==> config.mk <==
export PLATFORM = sky130hd
export DESIGN_NAME = carfield_apb_periph_demux
export DESIGN_NICKNAME = d
export VERILOG_FILES = /design/src/rtl/carfield_apb_periph_demux.sv
export SDC_FILE = /design/constraint.sdc
export NUM_CORES = 1
export LEC_CHECK = 0
export ABC_AREA = 1
export BUFFER_PORTS_ARGS = -buffer_cell sky130_fd_sc_hd__buf_2
export CORE_AREA = 2 2 136 138
export DETAILED_ROUTE_END_ITERATION = 16
export DIE_AREA = 0 0 138 140
export PLACE_DENSITY = 0.66
export RECOVER_POWER = 50
export REMOVE_ABC_BUFFERS = 1
export SETUP_SLACK_MARGIN = 0.1
export SYNTH_ARGS = -nofsm -noshare
export SYNTH_HDL_FRONTEND = slang
export SYNTH_SLANG_ARGS = --single-unit
==> constraint.sdc <==
create_clock -name clk_i -period 3 [get_ports clk_i]
set_input_delay 0.45 -clock clk_i [delete_from_list [all_inputs] [get_ports clk_i]]
set_output_delay 0.45 -clock clk_i [all_outputs]
set_load 0.01 [all_outputs]
==> src/rtl/carfield_apb_periph_demux.sv <==
// APB demux for the Carfield peripheral window: registers each host access onto one of five
// downstream APB targets. Optional downstream timeout is built when CARFIELD_APB_TIMEOUT_EN is defined.
module carfield_apb_periph_demux #(
    parameter int unsigned AddrWidth     = 32,
    parameter int unsigned DataWidth     = 32,
    parameter int unsigned CanEnable     = 1,
    parameter int unsigned TimeoutCycles = 64
) (
    input  logic                     clk_i,
    input  logic                     rst_i,
    input  logic [AddrWidth-1:0]     s_paddr_i,
    input  logic                     s_psel_i,
    input  logic                     s_penable_i,
    input  logic                     s_pwrite_i,
    input  logic [DataWidth-1:0]     s_pwdata_i,
    input  logic [DataWidth/8-1:0]   s_pstrb_i,
    output logic [DataWidth-1:0]     s_prdata_o,
    output logic                     s_pready_o,
    output logic                     s_pslverr_o,
    output logic [4:0]               m_psel_o,
    output logic                     m_penable_o,
    output logic [AddrWidth-1:0]     m_paddr_o,
    output logic                     m_pwrite_o,
    output logic [DataWidth-1:0]     m_pwdata_o,
    output logic [DataWidth/8-1:0]   m_pstrb_o,
    input  logic [5*DataWidth-1:0]   m_prdata_i,
    input  logic [4:0]               m_pready_i,
    input  logic [4:0]               m_pslverr_i
);

    localparam int unsigned StrbWidth = DataWidth / 8;
    localparam int unsigned NumTgt    = 5;

    localparam logic [AddrWidth-1:0] CanBase   = AddrWidth'(32'h2000_1000);
    localparam logic [AddrWidth-1:0] TimerBase = AddrWidth'(32'h2000_4000);
    localparam logic [AddrWidth-1:0] AdvBase   = AddrWidth'(32'h2000_5000);
    localparam logic [AddrWidth-1:0] WdogBase  = AddrWidth'(32'h2000_7000);
    localparam logic [AddrWidth-1:0] HypBase   = AddrWidth'(32'h2000_9000);

    if ((TimeoutCycles < 2) || (TimeoutCycles > 65535)) begin : gen_timeout_range_check
        $error("TimeoutCycles must be within 2..65535");
    end

    typedef enum logic [1:0] {StIdle, StFsetup, StFaccess, StResp} state_e;

    state_e                 state_q, state_d;
    logic [AddrWidth-1:0]   addr_q, addr_d;
    logic                   write_q, write_d;
    logic [DataWidth-1:0]   wdata_q, wdata_d;
    logic [StrbWidth-1:0]   strb_q, strb_d;
    logic [NumTgt-1:0]      sel_q, sel_d;
    logic [DataWidth-1:0]   rdata_q, rdata_d;
    logic                   err_q, err_d;
    logic                   drop_q, drop_d;

    logic [NumTgt-1:0]      hit_sel;
    logic [AddrWidth-13:0]  page;
    logic                   tgt_ready;
    logic                   tgt_err;
    logic [DataWidth-1:0]   tgt_rdata;
    logic                   dropped;
    logic                   timeout_hit;

    assign page = s_paddr_i[AddrWidth-1:12];

    always_comb begin
        hit_sel = '0;
        if ((CanEnable != 0) && (page == CanBase[AddrWidth-1:12])) hit_sel[0] = 1'b1;
        if (page == TimerBase[AddrWidth-1:12]) hit_sel[1] = 1'b1;
        if (page == AdvBase[AddrWidth-1:12])   hit_sel[2] = 1'b1;
        if (page == WdogBase[AddrWidth-1:12])  hit_sel[3] = 1'b1;
        if (page == HypBase[AddrWidth-1:12])   hit_sel[4] = 1'b1;
    end

    // Only the selected target's response lines are observed.
    always_comb begin
        tgt_rdata = '0;
        for (int unsigned i = 0; i < NumTgt; i++) begin
            if (sel_q[i]) tgt_rdata = tgt_rdata | m_prdata_i[i*DataWidth +: DataWidth];
        end
    end

    assign tgt_ready = |(m_pready_i & sel_q);
    assign tgt_err   = |(m_pslverr_i & sel_q);
    assign dropped   = drop_q | ~s_psel_i;

`ifdef CARFIELD_APB_TIMEOUT_EN
    logic [15:0] cnt_q, cnt_d;

    always_comb begin
        cnt_d = cnt_q;
        if (state_q == StFsetup) begin
            cnt_d = '0;
        end else if ((state_q == StFaccess) && !tgt_ready) begin
            cnt_d = cnt_q + 16'd1;
        end
    end

    assign timeout_hit = (state_q == StFaccess) && !tgt_ready &&
                         (cnt_q == 16'(TimeoutCycles - 1));

    always_ff @(posedge clk_i) begin
        if (rst_i) begin
            cnt_q <= '0;
        end else begin
            cnt_q <= cnt_d;
        end
    end
`else
    assign timeout_hit = 1'b0;
`endif

    always_comb begin
        state_d = state_q;
        addr_d  = addr_q;
        write_d = write_q;
        wdata_d = wdata_q;
        strb_d  = strb_q;
        sel_d   = sel_q;
        rdata_d = rdata_q;
        err_d   = err_q;
        drop_d  = drop_q;
        unique case (state_q)
            StIdle: begin
                if (s_psel_i && !s_penable_i) begin
                    addr_d  = s_paddr_i;
                    write_d = s_pwrite_i;
                    wdata_d = s_pwdata_i;
                    strb_d  = s_pstrb_i;
                    drop_d  = 1'b0;
                    if (|hit_sel) begin
                        sel_d   = hit_sel;
                        state_d = StFsetup;
                    end else begin
                        sel_d   = '0;
                        rdata_d = '0;
                        err_d   = 1'b1;
                        state_d = StResp;
                    end
                end
            end
            StFsetup: begin
                drop_d  = dropped;
                state_d = StFaccess;
            end
            StFaccess: begin
                drop_d = dropped;
                if (tgt_ready) begin
                    rdata_d = write_q ? '0 : tgt_rdata;
                    err_d   = tgt_err;
                    state_d = dropped ? StIdle : StResp;
                end else if (timeout_hit) begin
                    rdata_d = '0;
                    err_d   = 1'b1;
                    state_d = dropped ? StIdle : StResp;
                end
            end
            StResp: begin
                state_d = StIdle;
            end
            default: begin
                state_d = StIdle;
            end
        endcase
    end

    always_ff @(posedge clk_i) begin
        if (rst_i) begin
            state_q <= StIdle;
            addr_q  <= '0;
            write_q <= 1'b0;
            wdata_q <= '0;
            strb_q  <= '0;
            sel_q   <= '0;
            rdata_q <= '0;
            err_q   <= 1'b0;
            drop_q  <= 1'b0;
        end else begin
            state_q <= state_d;
            addr_q  <= addr_d;
            write_q <= write_d;
            wdata_q <= wdata_d;
            strb_q  <= strb_d;
            sel_q   <= sel_d;
            rdata_q <= rdata_d;
            err_q   <= err_d;
            drop_q  <= drop_d;
        end
    end

    logic fwd_active;
    logic resp_active;

    assign fwd_active  = (state_q == StFsetup) || (state_q == StFaccess);
    assign resp_active = (state_q == StResp);

    always_comb begin
        s_pready_o  = resp_active;
        s_prdata_o  = resp_active ? rdata_q : '0;
        s_pslverr_o = resp_active ? err_q : 1'b0;
        m_psel_o    = fwd_active ? sel_q : '0;
        m_penable_o = (state_q == StFaccess);
        m_paddr_o   = fwd_active ? addr_q : '0;
        m_pwrite_o  = fwd_active ? write_q : 1'b0;
        m_pwdata_o  = fwd_active ? wdata_q : '0;
        m_pstrb_o   = fwd_active ? strb_q : '0;
    end

endmodule

==> results of run 1 <==
power by group through the flow:
| stage | sequential [uW] | clock [uW] | combinational [uW] |
|---|---|---|---|
| after floorplan | 2000 | 0 | 1700 |
| after global placement | 1980 | 0 | 2710 |
| after detailed placement | 1970 | 0 | 2730 |
| after CTS | 1950 | 1300 | 2740 |
| after global routing | 1980 | 1350 | 3080 |
| final | 1950 | 1270 | 2710 |
layer usage:
metal / vias up / global-route usage (%) / part of all wire (%)
met5: - / 0 / 0
met3: 31 / 5.98 / 9.1
li1: 3805 / - / -
met4: 0 / 7.41 / 2.2
met1: 3274 / 27.9 / 41
met2: 311 / 38.6 / 47
area by class of cell:
class                           instances  area [sq um]  share of cell area [%]
Tap cell                              229           287                    3.42
Timing Repair Buffer                  368          1860                    22.2
Sequential cell                       110          2200                    26.3
Inverter                              129           484                    5.79
Clock inverter                          6          77.6                   0.927
Multi-Input combinational cell        716          3220                    38.5
Clock buffer                           10           229                    2.74
Antenna cell                            2          5.00                  0.0598
sequential cells by signal (all words and copies together) (netlist names):
register,flops
err_q,1
sel_q,5
strb_q,4
state_q,2
wdata_q,32
rdata_q,32
write_q,1
addr_q,32
drop_q,1
logic make-up (layout without fill, tap and decap cells):
kind of cell / count (synthesis) / after routing
and+or+nand+nor: 533 / 533
other: 0 / 2
AOI/OAI and AO/OA: 179 / 179
DFF: 110 / 110
adders and majority gates: 4 / 4
buffers and inverters: 202 / 513
cells in the mapped netlist:
| cell | number |
|---|---|
| nand2_1 | 262 |
| nor2_1 | 192 |
| inv_1 | 126 |
| dfxtp_1 | 110 |
| o21ai_0 | 82 |
| nand3_1 | 65 |
| a21oi_1 | 60 |
| clkbuf_1 | 53 |
| a22o_1 | 28 |
| buf_2 | 13 |
| a221oi_1 | 6 |
| buf_6 | 6 |
| nor2_2 | 5 |
| ha_1 | 4 |
| nand2_4 | 3 |
| a31oi_1 | 2 |
| inv_2 | 2 |
| and2_4 | 1 |
| buf_1 | 1 |
| clkinv_1 | 1 |
| nand2_2 | 1 |
| nand3b_1 | 1 |
| nand4_1 | 1 |
| nor3_1 | 1 |
| nor3_2 | 1 |
| o21ai_1 | 1 |
path summary, 6_finish.rpt:
check	startpoint	endpoint	slack, ns	depth (start not counted)
max reg2reg	state_q[0]$_SDFFE_PP0P_	rdata_q[13]$_SDFFE_PP0P_	0.39	10
min reg2reg	drop_q$_SDFFE_PP0P_	drop_q$_SDFFE_PP0P_	0.46	2
max	state_q[0]$_SDFFE_PP0P_	rdata_q[13]$_SDFFE_PP0P_	0.39	10
min	rst_i	drop_q$_SDFFE_PP0P_	0.29	2
metrics by stage:
step                power [uW]  std cells
floorplan                 3700        955
global placement          4690       1552
detailed placement        4700       1552
CTS                       5990       1568
global route              6420       1569
finish                    5920       1570
==> metrics, run 1 <==
Initial Utilization=about a third; Layout area overhead=34.2%; CP top delay family=simple AND/OR/NAND/NOR gates; Top cell by count, worst path=nand2_1; area leader, netlist=dfxtp_1; Rel. slew slack=around 7.6%; startpoint types=flip-flop; Fin. Hold Viols=0; # IOs=352; mux share of post-synthesis cell area=0%; post-route cell area=roughly 8400 sq um; Die X-Extent=138 um; P_sw=between 2000 and 3000 uW; Final Cycle Share=between 80% and 90%; Worst-Skew Late Latency=~0.36 ns; min-delay worst type=in -> reg; most frequent cells in the layout=326 x buf_2, 262 x nand2_1, 191 x nor2_1, 125 x inv_1, 110 x dfxtp_1; CTS tree=built; flops & latches, synth=110; CTS HTree Levels=3; Area contributors post-synth=dfxtp_1 35%, nand2_1 16%, nor2_1 12%; CP max stage delay=roughly 0.63 ns; combinational power share=a little under half; Synth Area in Adders=0.803%; CP max FO=slightly below 60; Post-Synth Simple-Gate Area=around a third; outcome=complete, no violations; compound-cell area share of the yosys netlist=16.5%; nets=approximately 1600; Filler Cell Count=about 1900; worst vdd ir=around 0.35 mV; residual DRC count=0; crit path cell chain=inv_1 > ha_1 > nand2_1 > nor3_1 > nor2_4 > clkbuf_2 > nand2_4 > nand2_1 > nand2_1 > nor2_1; CTS resizes=0; CTS buffer count=9; PD cells=roughly 710 nW/um^2; Pins Over Slew Limit=0; Detail Route Antenna Nets=0; largest family of logic cells by synthesized area=simple AND/OR/NAND/NOR gates; Hold Slack=around 0.29 ns; grt total ovfl=0; Yosys top cell area share=a little over a third; synth warn=0; Pre-antenna DRT Iters=4; worst path buffer plus inverter count=2; first-iteration detailed-routing DRC count=about 360; RSZ-0062 raised after global routing=false; WP data arrival=~2.9 ns; DR WL/cell=approximately 14 um; slew at the pin closest to its max-slew limit=roughly 1.4 ns; CP Class=reg -> reg; Max-cap violations=0; Flop pwr share=about a third; setup TNS=0 ns; Global Route Usage Sum=between 20% and 30%; IO Port Bufs=~350; share of cells above drive strength 1=between 20 and 30%; initial antenna violation count=1; Clk pin slew, worst setup/hold paths=around 0.080 ns; Clock Skew=0.0124 ns; worst slack, placed=between 0.8 and 0.9 ns; Switching Share=42.8%; clock net sink count=110; core footprint=17800 sq um; vias in the first global route=between 7000 and 8000; Vias=around 7400; syn_area_per_cell=~6.1 sq um; CTS root buf=clkbuf_16; clock power share=approximately a fifth; Rows=between 40 and 50; setup slack after layout=0.387 ns; largest net degree at the start of global routing=84; Die ar.=19300 sq um; final setup fails=0; DR vias/cell=~4.7; sequential share of the synthesized area=35.3%; Hold-fix buffers, CTS=0; FMAX=between 0.3 and 0.4 GHz; Post-Syn Instances=between 1000 and 1500; dpl cell area=roughly 8100 sq um; Chip Height=about 140 um; commonest non-fill, non-tap cell in the layout=buf_2; post-layout util=a little under half; first-pass GRT wire length=around 36000 um; final WL=22600 um; Crit-path slowest cell=clkbuf_2; Lkg Pwr=between 0.005 and 0.006 uW; Post-Syn Area=slightly above 6000 sq um; Worst setup EP type=flip-flop; P_int=around 3400 uW; Netlist cell types=26; minimum clock period=approximately 2.6 ns; Detailed Place HPWL=~16000 um; setup repair bufs after CTS=0; Placer Congestion=~0.9; xor/xnor share of the synthesized area=0%; Worst Path Required=about 3.3 ns; Max Root-Sink Buffers=2
No activity file was read; power rests on OpenSTA's default activity.
==> run 2: changes to the inputs <==
CORE_AREA = 2 2 137 139   (was 2 2 136 138)
CTS_BUF_LIST = sky130_fd_sc_hd__clkbuf_2 sky130_fd_sc_hd__clkbuf_4 sky130_fd_sc_hd__clkbuf_8   (was default)
DIE_AREA = 0 0 139 141   (was 0 0 138 140)
PLACE_DENSITY = 0.65   (was 0.66)
==> run 2 against run 1 <==
  * Sequential power is essentially flat
  * Global-route usage shrank 1.2 points
  * Worst hold slack lost 0.043 ns
  * Sequential cell count is the same
  * Via count shrank 0.16%
  * First-iteration DRC count shrank 14%
  * Design area shrank 1.3%
  * Register-to-register slack gained 0.12 ns
  * Combinational power shrank 3%
  * Largest power group unchanged
==> metrics, run 2 (same netlist as run 1, synthesis figures left out) <==
outcome=complete, no violations; Detailed Place HPWL=15500 um (-5.0%); P_int=3100 uW (-8.6%); Filler Cell Count=2019 (+6.0%); Rows=50 (+2.0%); share of cells above drive strength 1=28.3% (+0.25 points); Layout area overhead=32.4%; top layer in use=met4; met3 wire length=2070 um (+0.34%); Flop pwr share=35.0% (+2.1 points); slew at the pin closest to its max-slew limit=0.967 ns (-0.419 ns); Clk pin slew, worst setup/hold paths=0.11 ns (+0.03 ns); nets=1580 (-0.063%); R2R Path Start=state_q[0]$_SDFFE_PP0P_; wire length on met2=10600 um (-1.3%); post-route cell area=8260 sq um (-1.3%); Fin. Hold Viols=0 (unchanged); Worst Path Required=3.28 ns (+0.03 ns); Lkg Pwr=0.00502 uW (-0.40%); Top Registers=addr_q: 32 flops, rdata_q: 32 flops, wdata_q: 32 flops; CP Class=reg -> reg; Chip Height=141 um (+0.71%); Worst setup EP type=flip-flop; Reg-to-Reg End=rdata_q[18]$_SDFFE_PP0P_; Final Cycle Share=83.2% (-3.9 points); min-delay worst type=in -> reg; R2R depth=8 (-2); CTS root buf=clkbuf_8; DR vias/cell=4.71 (-0.42%); DR WL/cell=13.9 um (-3.0%); RSZ-0062 raised after global routing=false; most frequent cells in the layout=333 x buf_2, 263 x nand2_1, 192 x nor2_1, 125 x inv_1, 110 x dfxtp_1; vias in the first global route=6938 (-1.4%); commonest non-fill, non-tap cell in the layout=buf_2; FMAX=0.401 GHz (+4.7%); grt total ovfl=0 (unchanged); CTS HTree Levels=3 (unchanged); WP data arrival=2.78 ns (-0.08 ns); final WL=21900 um (-2.7%); Die X-Extent=139 um (+0.72%); worst setup path startpoint=state_q[0]$_SDFFE_PP0P_; first-pass GRT wire length=34400 um (-3.9%); setup slack after layout=0.504 ns (+0.117 ns); Initial Utilization=34.1% (-0.94 points); Max-cap violations=0 (unchanged); CP max FO=55 (-6.8%); combinational power share=47.5% (+1.8 points); # IOs=352 (unchanged); R2R setup slack=0.50 ns (+0.12 ns); Pins Over Slew Limit=0 (unchanged); Setup crit end=rdata_q[18]$_SDFFE_PP0P_; dpl cell area=8100 sq um (about the same); clock power share=17.5% (-3.9 points); Pre-antenna DRT Iters=8 (+4); IO Port Bufs=351 (unchanged); PD cells=672 nW/um^2 (-5.1%); Hold-fix buffers, CTS=0 (unchanged); CTS resizes=0 (unchanged); Max Root-Sink Buffers=2 (unchanged); largest net degree at the start of global routing=84 (unchanged); worst slack, placed=0.777 ns (-0.0252 ns); Switching Share=44.2% (+1.4 points); minimum clock period=2.50 ns (-0.117 ns); Clock Skew=0.0129 ns (+0.000521 ns); clock net sink count=110 (unchanged); worst vdd ir=0.352 mV (+0.90%); Detail Route Antenna Nets=0 (unchanged); residual DRC count=0 (unchanged); initial antenna violation count=2 (+1); CTS buffer count=9 (unchanged); Die ar.=19600 sq um (+1.4%); wire length on met1=8960 um (-3.8%); first-iteration detailed-routing DRC count=309 (-14%); setup repair bufs after CTS=0 (unchanged); P_sw=2450 uW (-3.3%); Global Route Usage Sum=21.4% (-1.2 points); final setup fails=0 (unchanged); Rel. slew slack=35.3% (+28 points); Vias=7409 (-0.16%); Placer Congestion=0.814 (-9.5%); Worst-Skew Late Latency=0.39 ns (+0.03 ns); CTS tree=built; startpoint types=flip-flop; core footprint=18300 sq um (+2.7%)
[run 2: power groups by stage]
| stage | sequential (uW) | clock (uW) | combinational (uW) |
|---|---|---|---|
| floorplan | 2000 | 0 | 1700 |
| global placement | 1970 | 0 | 2680 |
| detailed placement | 1970 | 0 | 2710 |
| CTS | 1940 | 1030 | 2720 |
| global route | 1980 | 1070 | 2990 |
| finish | 1940 | 971 | 2640 |
[run 2: critical path, stage by stage, from the launching register on]
cell,delay (ns)
dfxtp_1,0.40
inv_1,0.08
ha_1,0.25
inv_1,0.13
nand2_1,0.08
nand2_2,0.70
nand2_1,0.48
nor2_1,0.20
nor2_1,0.07
[run 2: per-layer routing]
metal,up-vias,global-route usage [%]
met5,-,0
met4,0,6.65
met3,21,6.11
met2,300,37.6
met1,3290,25.4
li1,3798,-
[run 2: area by class of cell]
cell class	instances	area [sq um]	area share, %
Antenna cell	2	5.00	0.0606
Clock buffer	10	131	1.59
Clock inverter	6	78.8	0.955
Inverter	129	484	5.87
Multi-Input combinational cell	716	3200	38.7
Sequential cell	110	2200	26.7
Tap cell	234	293	3.55
Timing Repair Buffer	367	1860	22.6
[run 2: how the worst min path moves through the flow]
stage,startpoint,to,slack [ns],cells past startpoint
global route,rst_i,drop_q$_SDFFE_PP0P_,0.23,2
global placement,drop_q$_SDFFE_PP0P_,drop_q$_SDFFE_PP0P_,0.45,2
finish,rst_i,drop_q$_SDFFE_PP0P_,0.25,2
detailed placement,drop_q$_SDFFE_PP0P_,drop_q$_SDFFE_PP0P_,0.46,2
floorplan,drop_q$_SDFFE_PP0P_,drop_q$_SDFFE_PP0P_,0.43,2
CTS,rst_i,drop_q$_SDFFE_PP0P_,0.21,2
[run 2: per-stage QoR]
step	hold WS, ns	power [uW]	util, %	setup TNS, ns	cells
after detailed placement	0.456	4680	44.3	0	1556
after floorplan	0.434	3700	-	-231.17	955
after global routing	0.233	6040	45.2	0	1573
final	0.248	5550	45.2	0	1574
after global placement	0.445	4650	44.3	0	1556
after CTS	0.208	5680	45.5	0	1572
